===== src/rtl/instr_fetch.sv =====
// Instruction fetch unit: sequential word fetch over req/gnt/rvalid, {instr,pc} FIFO to the core,
// redirect flush with in-flight drop accounting. Optional IFETCH_MISALIGN_TRAP_EN halts on misaligned redirects.
module instr_fetch #(
  parameter int          DEPTH     = 4,
  parameter logic [13:0] BOOT_ADDR = 14'h0000
) (
  input  logic        clk_i,
  input  logic        rst_i,
  output logic [13:0] instr_addr_o,
  output logic        instr_req_o,
  input  logic        instr_gnt_i,
  input  logic        instr_rvalid_i,
  input  logic [31:0] instr_rdata_i,
  input  logic        redirect_i,
  input  logic [13:0] redirect_addr_i,
  output logic        valid_o,
  output logic [31:0] instr_o,
  output logic [13:0] pc_o,
  input  logic        ready_i,
  output logic        misalign_o
);
  localparam int AW = (DEPTH > 1) ? $clog2(DEPTH) : 1;
  localparam int CW = AW + 1;
  localparam int DW = AW + 2;

  typedef struct packed {
    logic [31:0] instr;
    logic [13:0] pc;
  } entry_t;

  entry_t        mem_q [DEPTH];
  logic [AW-1:0] wr_q, wr_d, rd_q, rd_d;
  logic [CW-1:0] cnt_q, cnt_d, live_q, live_d;
  logic [DW-1:0] drop_q, drop_d, owed;
  logic [13:0]   fetch_pc_q, fetch_pc_d, resp_pc_q, resp_pc_d;
  logic [CW:0]   credit;
  logic          halt, pop, accept, flush, drop_hit, kept, push, do_pop;

`ifdef IFETCH_MISALIGN_TRAP_EN
  logic halt_q, halt_d;
  always_comb begin
    halt_d = halt_q;
    if (rst_i)           halt_d = 1'b0;
    else if (redirect_i) halt_d = |redirect_addr_i[1:0];
  end
  always_ff @(posedge clk_i) halt_q <= halt_d;
  assign halt       = halt_q;
  assign misalign_o = halt_q;
`else
  assign halt       = 1'b0;
  assign misalign_o = 1'b0;
`endif

  assign valid_o = (cnt_q != '0);
  assign pop     = valid_o && ready_i;
  // Outstanding slots include live fetches so a response can never find the FIFO full.
  assign credit  = {1'b0, cnt_q} + {1'b0, live_q} - (CW+1)'(pop);
  assign instr_req_o  = !rst_i && !redirect_i && !halt && (credit < (CW+1)'(DEPTH));
  assign instr_addr_o = fetch_pc_q;
  assign accept   = instr_req_o && instr_gnt_i;
  assign flush    = rst_i || redirect_i;
  assign drop_hit = instr_rvalid_i && (drop_q != '0);
  assign kept     = instr_rvalid_i && !drop_hit;
  assign push     = kept && !flush && !halt;
  assign do_pop   = pop && !flush;
  assign owed     = drop_q + DW'(live_q);

  always_comb begin
    fetch_pc_d = fetch_pc_q;
    resp_pc_d  = resp_pc_q;
    live_d     = live_q;
    drop_d     = drop_q;
    cnt_d      = cnt_q;
    wr_d       = wr_q;
    rd_d       = rd_q;
    if (flush) begin
      fetch_pc_d = rst_i ? BOOT_ADDR : (redirect_addr_i & 14'h3FFC);
      resp_pc_d  = fetch_pc_d;
      live_d     = '0;
      // Everything still owed by memory becomes a drop; one may be arriving right now.
      drop_d     = (instr_rvalid_i && owed != '0) ? owed - DW'(1) : owed;
      cnt_d      = '0;
      wr_d       = '0;
      rd_d       = '0;
    end else begin
      if (accept) fetch_pc_d = fetch_pc_q + 14'd4;
      if (push)   resp_pc_d  = resp_pc_q + 14'd4;
      live_d = live_q + CW'(accept) - CW'(kept);
      if (drop_hit) drop_d = drop_q - DW'(1);
      cnt_d = cnt_q + CW'(push) - CW'(do_pop);
      wr_d  = wr_q + AW'(push);
      rd_d  = rd_q + AW'(do_pop);
    end
  end

  always_ff @(posedge clk_i) begin
    if (rst_i) begin
      fetch_pc_q <= BOOT_ADDR;
      resp_pc_q  <= BOOT_ADDR;
      live_q     <= '0;
      drop_q     <= drop_d;
      cnt_q      <= '0;
      wr_q       <= '0;
      rd_q       <= '0;
    end else begin
      fetch_pc_q <= fetch_pc_d;
      resp_pc_q  <= resp_pc_d;
      live_q     <= live_d;
      drop_q     <= drop_d;
      cnt_q      <= cnt_d;
      wr_q       <= wr_d;
      rd_q       <= rd_d;
    end
  end

  always_ff @(posedge clk_i) begin
    if (push) mem_q[wr_q] <= '{instr: instr_rdata_i, pc: resp_pc_q};
  end

  assign instr_o = mem_q[rd_q].instr;
  assign pc_o    = mem_q[rd_q].pc;

  a_no_overflow: assert property (@(posedge clk_i) disable iff (rst_i)
    !(push && cnt_q == CW'(DEPTH)));
endmodule

===== config.mk =====
export PLATFORM = sky130hd
export DESIGN_NAME = instr_fetch
export DESIGN_NICKNAME = d
export VERILOG_FILES = /design/src/rtl/instr_fetch.sv
export SDC_FILE = /design/constraint.sdc
export NUM_CORES = 1
export LEC_CHECK = 0
export BUFFER_PORTS_ARGS = -buffer_cell sky130_fd_sc_hd__buf_2
export CELL_PAD_IN_SITES_DETAIL_PLACEMENT = 0
export CELL_PAD_IN_SITES_GLOBAL_PLACEMENT = 1
export CORE_MARGIN = 8
export CORE_UTILIZATION = 44
export DETAILED_ROUTE_END_ITERATION = 16
export PLACE_DENSITY_LB_ADDON = 0.1
export SLEW_MARGIN = 30
export SYNTH_ARGS = -nofsm -noshare
export SYNTH_HDL_FRONTEND = slang
export SYNTH_SLANG_ARGS = --single-unit

===== constraint.sdc =====
create_clock -name clk_i -period 5.2 [get_ports clk_i]
set_input_delay 0 -clock clk_i [delete_from_list [all_inputs] [get_ports clk_i]]
set_output_delay 0 -clock clk_i [all_outputs]
set_load 0.01 [all_outputs]

==> impl_metrics.json, run 1 <==
{
  "p_per_area_nw_per_um2": 345,
  "post-route-drc-count": 0,
  "synth-xor-area-share_pct": 1.95,
  "grt_pass1_wl_mm": 29.7,
  "top_layer": "met4",
  "dp_cells": 906,
  "die_h_um": 159,
  "setup_viol": 0,
  "synthCells": 546,
  "hold_viol": 0,
  "postCtsResizedCells": 0,
  "final_antenna_net_count": 0,
  "synthAdderAreaFrac_pct": 3.45,
  "slew_viol_final": 0,
  "hp-class": "in2reg",
  "crit_required_ns": 5.58,
  "max_stage_delay_ns": 0.61,
  "postCtsHoldBufs": 46,
  "synthMuxAreaShare_pct": 11.0,
  "timing.final.crit_share_pct": 77.5,
  "status": "finished clean",
  "clock_skew_ns": 0.00759,
  "critPathLaunchType": "register",
  "htree_levels": 1,
  "die_area_um2": 25300,
  "cts-root-buf": "clkbuf_16",
  "synth.largest_area_cell": "edfxtp_1",
  "slowest_stage": "o2111ai_1",
  "arrival_ns": 4.41,
  "viasPerCell": 5.28,
  "clk_pin_slew_ns": 0.06,
  "synth_top_area_share_pct": 60.1,
  "met2WireLength_mm": 8.95,
  "ys_top_cells_by_area": "edfxtp_1, mux4_2, dfxtp_1, ha_1, xnor2_1",
  "ys.warnings.count": 0,
  "num_io_pins": 115,
  "crit_top_cell": "ha_1",
  "final_common_cell": "edfxtp_1",
  "worstSetupPathType": "reg2reg",
  "cts_buffer_depth": 3,
  "num_vias": 5247,
  "crit_chain": "or3_2 -> and2_1 -> ha_1 -> inv_1 -> ha_1 -> and3b_1 -> o2111ai_1 -> nand2_1 -> nand2_1 -> ha_1 -> inv_1 -> ha_1 -> fa_1 -> xnor2_1 -> xnor2_1 -> nor2_1",
  "rsz0062_at_grt": "no",
  "cts_buffers": 23,
  "drive_above_1_share_pct": 29.0,
  "nets": 783,
  "hpwl_mm": 11.4,
  "wl_mm": 18.3,
  "area_growth_pct": 22.0,
  "dr.pass1.iters": 5,
  "cts_setup_buffers": 0,
  "cts_sinks": 214,
  "critPathTopFamily": "simple AND/OR/NAND/NOR gates",
  "fmax_ghz": 0.248,
  "ys_seq_area_share_pct": 67.6,
  "grt_start_max_net_pins": 46,
  "async_reset_ff_share_pct": 0,
  "antenna_cells": 0,
  "grt_overflow_total": 0,
  "end_kind": "register",
  "clkLatencyLatePin_ns": 0.50,
  "tns_ns": 0,
  "vdd_drop_max_uv": 147,
  "ys.flop_type": "edfxtp_1",
  "leakagePower_uw": 0.00389,
  "syn_area_per_cell_um2": 16.5,
  "fin_cells": 994,
  "final_cell_mix": "edfxtp_1, buf_2, dlygate4sd3_1",
  "slew_headroom_pct": 42.0,
  "gp_congestion": 0.814,
  "synth_compound_gate_area_share_pct": 5.31,
  "met3WireLength_um": 822,
  "synth_edf_count": 180,
  "placementRows": 52,
  "worstMarginPinSlew_ns": 0.862,
  "finalCriticalPeriod_ns": 4.03,
  "netlist_area_um2": 9000,
  "die_x_um": 159,
  "initial_utilization_pct": 44.6,
  "drt_iter0_markers": 262,
  "grt_usage_pct": 14.5,
  "synthDistinctLibCells": 60,
  "antenna_found_initial": 0,
  "cp.buffers_inverters": 2,
  "core_um2": 20200,
  "io_buffer_count": 107,
  "wl_met1_mm": 8.31,
  "wl_per_cell_um": 18.4,
  "cts_tree": "done",
  "hold_ws_ns": 0.0703,
  "timing.max_cap.violations": 0,
  "grt_pass1_vias": 5473,
  "ys_seq_elements": 214,
  "cp_max_fo": 10,
  "synth-simple-area-share_pct": 7.57,
  "synth_top_family_by_area": "multiplexers"
}
## cells by family after synthesis
family          Yosys count
xor+xnor                 20
fa+ha+maj                23
other cells               1
mux                      44
compound gates           64
buf+inv                  59
simple gates            121
flops                   214
## registers in the layout, indices dropped and copies added (netlist names)
signal / cells
cnt_q: 3
drop_q: 4
instr_addr_o: 12
live_q: 3
mem_q: 176
rd_q: 2
resp_pc_q: 12
wr_q: 2
## per-stage QoR
stage,total power [uW],utilization (%),area [um2],setup WS (ns)
floorplan,2200,-,9010,0.237
global placement,2300,48.6,9800,1.25
finish,3780,54.4,11000,1.17
global route,3950,54.4,11000,0.898
detailed placement,2310,48.6,9800,1.18
CTS,3830,54.3,11000,1.15
## power by group
| group | internal [uW] | switching [uW] |
|---|---|---|
| Combinational | 163 | 183 |
| Clock | 862 | 620 |
| Sequential | 1910 | 50.3 |
## layout make-up
cell class / count / area [um2]
multi-input cells: 277 / 2670
well taps: 270 / 338
clock inverters: 7 / 45.0
flip-flops and latches: 214 / 6090
fillers: 1675 / 9200
inverters: 32 / 120
clock buffers: 34 / 647
repair buffers: 160 / 1060
## worst min-delay path, delay by kind of cell
kind	cells	cell delay [ns]
AND/OR/NAND/NOR	2	0.31
adder cells (fa/ha/maj)	1	0.13
buffers and inverters	1	0.09
## cell usage after synthesis, types with 6 or more instances
cell      count
ha_1         20
nor4_1       13
inv_1        30
xnor2_1      14
nor3_1       12
xor2_1        6
nor2_1       17
nand2_1      21
and3_1        8
mux4_2       44
nand4_1       6
dfxtp_1      34
clkbuf_1     12
nand3_1      10
a21boi_0      7
and2_1        7
edfxtp_1    180
a21oi_1      16
## metal layers
| layer | global-route usage [%] | up-vias |
|---|---|---|
| met5 | 0 | - |
| met4 | 3.39 | 0 |
| met3 | 2.84 | 19 |
| met2 | 24.2 | 126 |
| met1 | 19.1 | 2616 |
| li1 | - | 2486 |
## worst paths after layout
kind                            slack, ns                    to  cells after the start           startpoint
worst min-delay path                 0.07    rd_q[0]$_SDFF_PP0_                      4              ready_i
worst min register to register       0.51    rd_q[1]$_SDFF_PP0_                      2   rd_q[1]$_SDFF_PP0_
worst max-delay path                 1.17  live_q[2]$_SDFF_PP0_                     16  cnt_q[1]$_SDFF_PP0_
worst max register to register       1.17  live_q[2]$_SDFF_PP0_                     16  cnt_q[1]$_SDFF_PP0_
Power figures use the tool's default switching activity.
==> inputs of run 2 (changes only) <==
- ABC_AREA: unset -> 1
- CORE_UTILIZATION: 44 -> 46
- clock period: 5.2 -> 3.9 ns (I/O delays scaled with it)
==> impl_metrics.json, run 2 <==
{
  "tns_ns": 0,
  "drive_above_1_share_pct": 16.8,
  "hold_ws_ns": 0.0964,
  "cts_setup_buffers": 0,
  "fillCellCount": 1667,
  "async_reset_ff_share_pct": 0,
  "placementRows": 51,
  "hold_viol": 0,
  "slowest_stage": "dfxtp_1",
  "synth.largest_area_cell": "edfxtp_1",
  "crit_required_ns": 4.32,
  "clock_skew_ns": 0.00546,
  "post-route-drc-count": 0,
  "cts_tree": "done",
  "worstMarginPinSlew_ns": 0.887,
  "syn_area_per_cell_um2": 10.8,
  "grt_overflow_total": 0,
  "fmax_ghz": 0.323,
  "wl_met1_mm": 9.01,
  "timing.max_cap.violations": 0,
  "end_kind": "register",
  "cp_max_fo": 11,
  "gp_congestion": 0.825,
  "ys_seq_elements": 214,
  "ys.flop_type": "edfxtp_1",
  "finalCriticalPeriod_ns": 3.10,
  "cts_sinks": 214,
  "finalPower_uw": 5120,
  "hpwl_mm": 12.6,
  "largest_reg_flops": 176,
  "critical_path_depth": 16,
  "dr.pass1.iters": 5,
  "critPathTopFamily": "adder cells",
  "timing.final.crit_share_pct": 79.4,
  "die_area_um2": 24800,
  "num_vias": 6670,
  "p_per_area_nw_per_um2": 459,
  "top_register": "mem_q",
  "cp.buffers_inverters": 4,
  "final_cell_area_um2": 11100,
  "cts-root-buf": "clkbuf_16",
  "grt_usage_pct": 16.9,
  "whs_path_depth": 6,
  "grt_pass1_wl_mm": 33.6,
  "crit_chain": "inv_1 -> ha_1 -> inv_1 -> ha_1 -> nand2_1 -> nor2_1 -> nor2_1 -> nand2_1 -> nand4_1 -> buf_4 -> ha_1 -> inv_1 -> ha_1 -> fa_1 -> or2_2 -> a21oi_1",
  "wl_per_cell_um": 16.2,
  "antenna_found_initial": 0,
  "die_x_um": 157,
  "status": "finished clean",
  "grt_start_max_net_pins": 90,
  "leakagePower_uw": 0.00434,
  "cts_buffer_depth": 3,
  "antenna_cells": 0,
  "final_antenna_net_count": 0,
  "synthDistinctLibCells": 35,
  "met3WireLength_mm": 1.19,
  "synthCells": 850,
  "rr_worst_depth": 16,
  "worstSetupPathType": "reg2reg",
  "final_cell_mix": "edfxtp_1, nor2_1, nand2_1",
  "synth_commonest_cells": "edfxtp_1, nor2_1, nand2_1",
  "nets": 1077,
  "drt_iter0_markers": 340,
  "synth_edf_count": 180,
  "clkLatencyLatePin_ns": 0.49,
  "ys_seq_area_share_pct": 66.2,
  "htree_levels": 1,
  "netlist_area_um2": 9200,
  "clk_pin_slew_ns": 0.06,
  "ys_top_cells_by_area": "edfxtp_1, dfxtp_1, o21ai_0, nor2_1, nand2_1",
  "viasPerCell": 5.20,
  "final_common_cell": "edfxtp_1",
  "top_layer": "met4",
  "vdd_drop_max_uv": 293,
  "ys.warnings.count": 0,
  "rsz0062_at_grt": "no",
  "met2WireLength_mm": 10.3,
  "core_um2": 19500,
  "slew_headroom_pct": 40.9,
  "postLayoutCoreUtil_pct": 57.1,
  "cts_buffers": 23,
  "arrival_ns": 3.52,
  "max_stage_delay_ns": 0.42,
  "place_area_um2": 9980,
  "die_h_um": 157,
  "crit_top_cell": "ha_1",
  "synth_top_area_share_pct": 58.8,
  "slew_viol_final": 0,
  "initial_utilization_pct": 47.1,
  "hp-class": "in2reg",
  "critPathLaunchType": "register",
  "num_io_pins": 115,
  "setup_viol": 0,
  "io_buffer_count": 107,
  "grt_pass1_vias": 6878,
  "area_growth_pct": 21.2,
  "post-synth-top-count-cell": "edfxtp_1",
  "wl_mm": 20.8
}
[run 2: cells by family after synthesis]
logic type | Yosys count | synth area share [%]
compound gates | 192 | 11.2
flops | 214 | 66.2
xor+xnor | 6 | 0.571
buf+inv | 112 | 5.06
simple gates | 302 | 13.6
other cells | 1 | 0.0408
fa+ha+maj | 23 | 3.37
[run 2: final timing paths]
path / slack [ns] / endpoint / start
setup / recovery: 0.80 / live_q[2]$_SDFF_PP0_ / live_q[1]$_SDFF_PP0_
hold / removal: 0.1 / instr_addr_o[13]$_SDFFE_PP0P_ / instr_gnt_i
setup reg to reg: 0.80 / live_q[2]$_SDFF_PP0_ / live_q[1]$_SDFF_PP0_
hold reg to reg: 0.51 / cnt_q[2]$_SDFF_PP0_ / cnt_q[1]$_SDFF_PP0_
[run 2: worst reg2reg max path: stages, from the launching register on]
cell     delay [ns]
dfxtp_1        0.42
inv_1          0.11
ha_1           0.29
inv_1          0.05
ha_1           0.30
nand2_1        0.06
nor2_1         0.10
nor2_1         0.05
nand2_1        0.07
nand4_1        0.07
buf_4          0.19
ha_1           0.28
inv_1          0.04
ha_1           0.19
fa_1           0.39
or2_2          0.31
a21oi_1        0.12
[run 2: power by group]
group / leakage, uW / total (uW) / switching, uW / internal, uW
registers: 0.00191 / 2620 / 64.7 / 2560
logic: 0.00209 / 536 / 319 / 217
clock network: 0.000336 / 1960 / 820 / 1140
total: 0.00434 / 5120 / 1200 / 3920
[run 2: layout make-up]
| class | count | area (um2) | area share, % |
|---|---|---|---|
| tap | 265 | 332 | 2.97 |
| inverter | 68 | 255 | 2.29 |
| clock buffer | 27 | 591 | 5.30 |
| multi-input combinational | 528 | 2680 | 24.1 |
| sequential | 214 | 6090 | 54.6 |
| clock inverter | 14 | 93.8 | 0.842 |
| timing repair buffer | 167 | 1110 | 9.92 |
[run 2: repair_timing]
item / 4_1_cts / 5_1_grt
hold buffers: 48 / 0
hold endpoints to repair: 156 / 0
resized for setup: 0 / 0
[run 2: per-stage QoR]
step	setup WS (ns)	std cells
2_1_floorplan	-0.630	854
3_3_place_gp	0.917	1194
3_5_place_dp	0.799	1194
4_1_cts	0.781	1283
5_1_grt	0.506	1283
6_report	0.802	1283
[run 2: metal layers]
metal | vias up | global-route usage (%)
li1 | 3261 | -
met1 | 3230 | 20.5
met2 | 149 | 30.7
met3 | 30 | 2.82
met4 | 0 | 3.99
met5 | - | 0
==> inputs of run 3 (changes only) <==
- CORE_UTILIZATION: 46 -> 41
- clock period: 3.9 -> 2.8 ns (I/O delays scaled with it)
==> impl_metrics.json, run 3 (synthesized netlist as in run 2, its figures left out) <==
{
  "status": "finished clean",
  "vdd_drop_max_uv": 335,
  "r2r_start": "live_q[1]$_SDFF_PP0_",
  "htree_levels": 1,
  "cp_max_fo": 2,
  "seq_area_um2": 6090,
  "nets": 1088,
  "r2r_slack_ns": 0.15,
  "antenna_found_initial": 0,
  "finalCriticalPeriod_ns": 2.65,
  "num_vias": 6435,
  "place_area_um2": 10100,
  "antenna_cells": 0,
  "setup_viol": 0,
  "num_io_pins": 115,
  "multi_input_area_um2": 2760,
  "power_frac_clock_pct": 40.8,
  "comb_power_share_pct": 10.3,
  "cts_buffers": 23,
  "worstMarginPinSlew_ns": 0.892,
  "internal_power_uw": 5740,
  "crit_end": "live_q[2]$_SDFF_PP0_",
  "cts_buffer_depth": 3,
  "end_kind": "register",
  "worstSetupPathType": "reg2reg",
  "post-route-drc-count": 0,
  "cts-root-buf": "clkbuf_16",
  "core_um2": 22300,
  "gp_congestion": 0.718,
  "slew_headroom_pct": 40.5,
  "critPathLaunch": "live_q[1]$_SDFF_PP0_",
  "grt_pass1_wl_mm": 34.6,
  "timing.final.crit_share_pct": 94.7,
  "viasPerCell": 4.90,
  "power.share.switching_pct": 22.9,
  "drt_iter0_markers": 274,
  "cts_sinks": 214,
  "area_growth_pct": 24.5,
  "fillCellCount": 2042,
  "grt_start_max_net_pins": 90,
  "leakagePower_uw": 0.00447,
  "grt_overflow_total": 0,
  "final_common_cell": "edfxtp_1",
  "crit_required_ns": 3.24,
  "clkLatencyLatePin_ns": 0.50,
  "placementRows": 55,
  "rr_worst_depth": 15,
  "fmax_ghz": 0.377,
  "cts_tree": "done",
  "p_per_area_nw_per_um2": 650,
  "dr.pass1.iters": 4,
  "grt_pass1_vias": 6579,
  "pwr-share-seq_pct": 48.9,
  "critPathLaunchType": "register",
  "wl_per_cell_um": 16.2,
  "arrival_ns": 3.09,
  "slew_viol_final": 0,
  "final_cell_area_um2": 11500,
  "drive_above_1_share_pct": 19.5,
  "wl_mm": 21.2,
  "hold_viol": 0,
  "top_register": "mem_q",
  "hpwl_mm": 12.8,
  "clock_skew_ns": 0.0111,
  "die_x_um": 166,
  "timing.max_cap.violations": 0,
  "initial_utilization_pct": 41.3,
  "final_antenna_net_count": 0,
  "die_h_um": 166,
  "grt_usage_pct": 15.1,
  "tns_ns": 0,
  "final_cell_mix": "edfxtp_1, nor2_1, nand2_1",
  "largest_reg_flops": 176,
  "regToRegEndpoint": "live_q[2]$_SDFF_PP0_",
  "p_switching_uw": 1710,
  "hp-class": "in2reg",
  "die_area_um2": 27500,
  "io_buffer_count": 107,
  "clk_pin_slew_ns": 0.06
}
## run 3: changes by cell type in the layout (fill, tap and decap cells not counted), moves of 2 or more
cell / change
bufinv_16: +2
nor3_2: -4
ha_1: -3
buf_12: +3
nor3_4: +4
clkinv_1: -5
inv_2: +3
buf_4: +8
clkbuf_8: +3
dfxtp_2: +4
ha_4: +2
inv_1: -4
dfxtp_1: -4
## run 3: how the worst min path moves through the flow
stage                       from                      endpoint  slack [ns]  depth (start not counted)
2_1_floorplan              rst_i  instr_addr_o[2]$_SDFFE_PP0P_        0.07                          1
3_3_place_gp   instr_rdata_i[23]        mem_q[2][37]$_DFFE_PP_        0.22                          1
3_5_place_dp    instr_rdata_i[1]        mem_q[2][15]$_DFFE_PP_        0.22                          1
4_1_cts              instr_gnt_i  instr_addr_o[2]$_SDFFE_PP0P_         0.1                          5
5_1_grt              instr_gnt_i  instr_addr_o[7]$_SDFFE_PP0P_        0.24                          7
6_report             instr_gnt_i  instr_addr_o[2]$_SDFFE_PP0P_        0.24                          6
## run 3: power groups by stage
| stage | clock, uW | combinational [uW] | sequential, uW |
|---|---|---|---|
| 2_1_floorplan | 0 | 484 | 3700 |
| 3_3_place_gp | 0 | 694 | 3710 |
| 3_5_place_dp | 0 | 703 | 3710 |
| 4_1_cts | 3120 | 761 | 3640 |
| 5_1_grt | 3250 | 896 | 3660 |
| 6_report | 3040 | 764 | 3640 |
## run 3: critical path, stage by stage (launching register included)
cell and delay (ns):
dfxtp_2 0.32, inv_1 0.07, ha_1 0.28, inv_1 0.06, ha_4 0.26, nand2_1 0.05, nor2_1 0.10, nor2_1 0.05
nand2_1 0.06, nand4_1 0.11, ha_1 0.30, inv_1 0.04, ha_2 0.17, fa_2 0.36, or2_4 0.25, a21oi_2 0.12
## run 3: repair_timing
| item | in CTS | in global routing |
|---|---|---|
| buffers inserted | 1 | 2 |
| hold buffers | 48 | 0 |
| pin swaps | 0 | 7 |
| setup endpoints to repair | 1 | 3 |
| hold endpoints to repair | 157 | 0 |
| gates resized for setup | 0 | 15 |
## run 3: metrics by stage
step / util, % / power [uW] / hold slack (ns) / instances / worst slack (ns)
after detailed placement: 45.5 / 4410 / 0.218 / 1222 / -0.000419
final: 51.4 / 7450 / 0.236 / 1314 / 0.149
after global routing: 51.4 / 7810 / 0.238 / 1314 / -0.0289
after CTS: 51.1 / 7520 / 0.0983 / 1312 / 0.00400
after global placement: 45.5 / 4400 / 0.215 / 1222 / 0.0650
after floorplan: - / 4180 / 0.0691 / 854 / -0.381
## run 3: layer usage
| layer | vias to the layer above | track usage, % | routed length [um] |
|---|---|---|---|
| met1 | 3020 | 18.7 | 9620 |
| met4 | 0 | 3.02 | 290 |
| met3 | 24 | 2.70 | 844 |
| met5 | - | 0 | 0 |
| met2 | 110 | 27.2 | 10500 |
| li1 | 3281 | - | - |
## run 3: final cells by class
class	count	share of cell area, %
clock buffer	31	5.55
sequential	214	53.2
timing repair buffer	178	10.7
tap	285	3.11
clock inverter	10	1.11
inverter	68	2.25
multi-input combinational	528	24.1
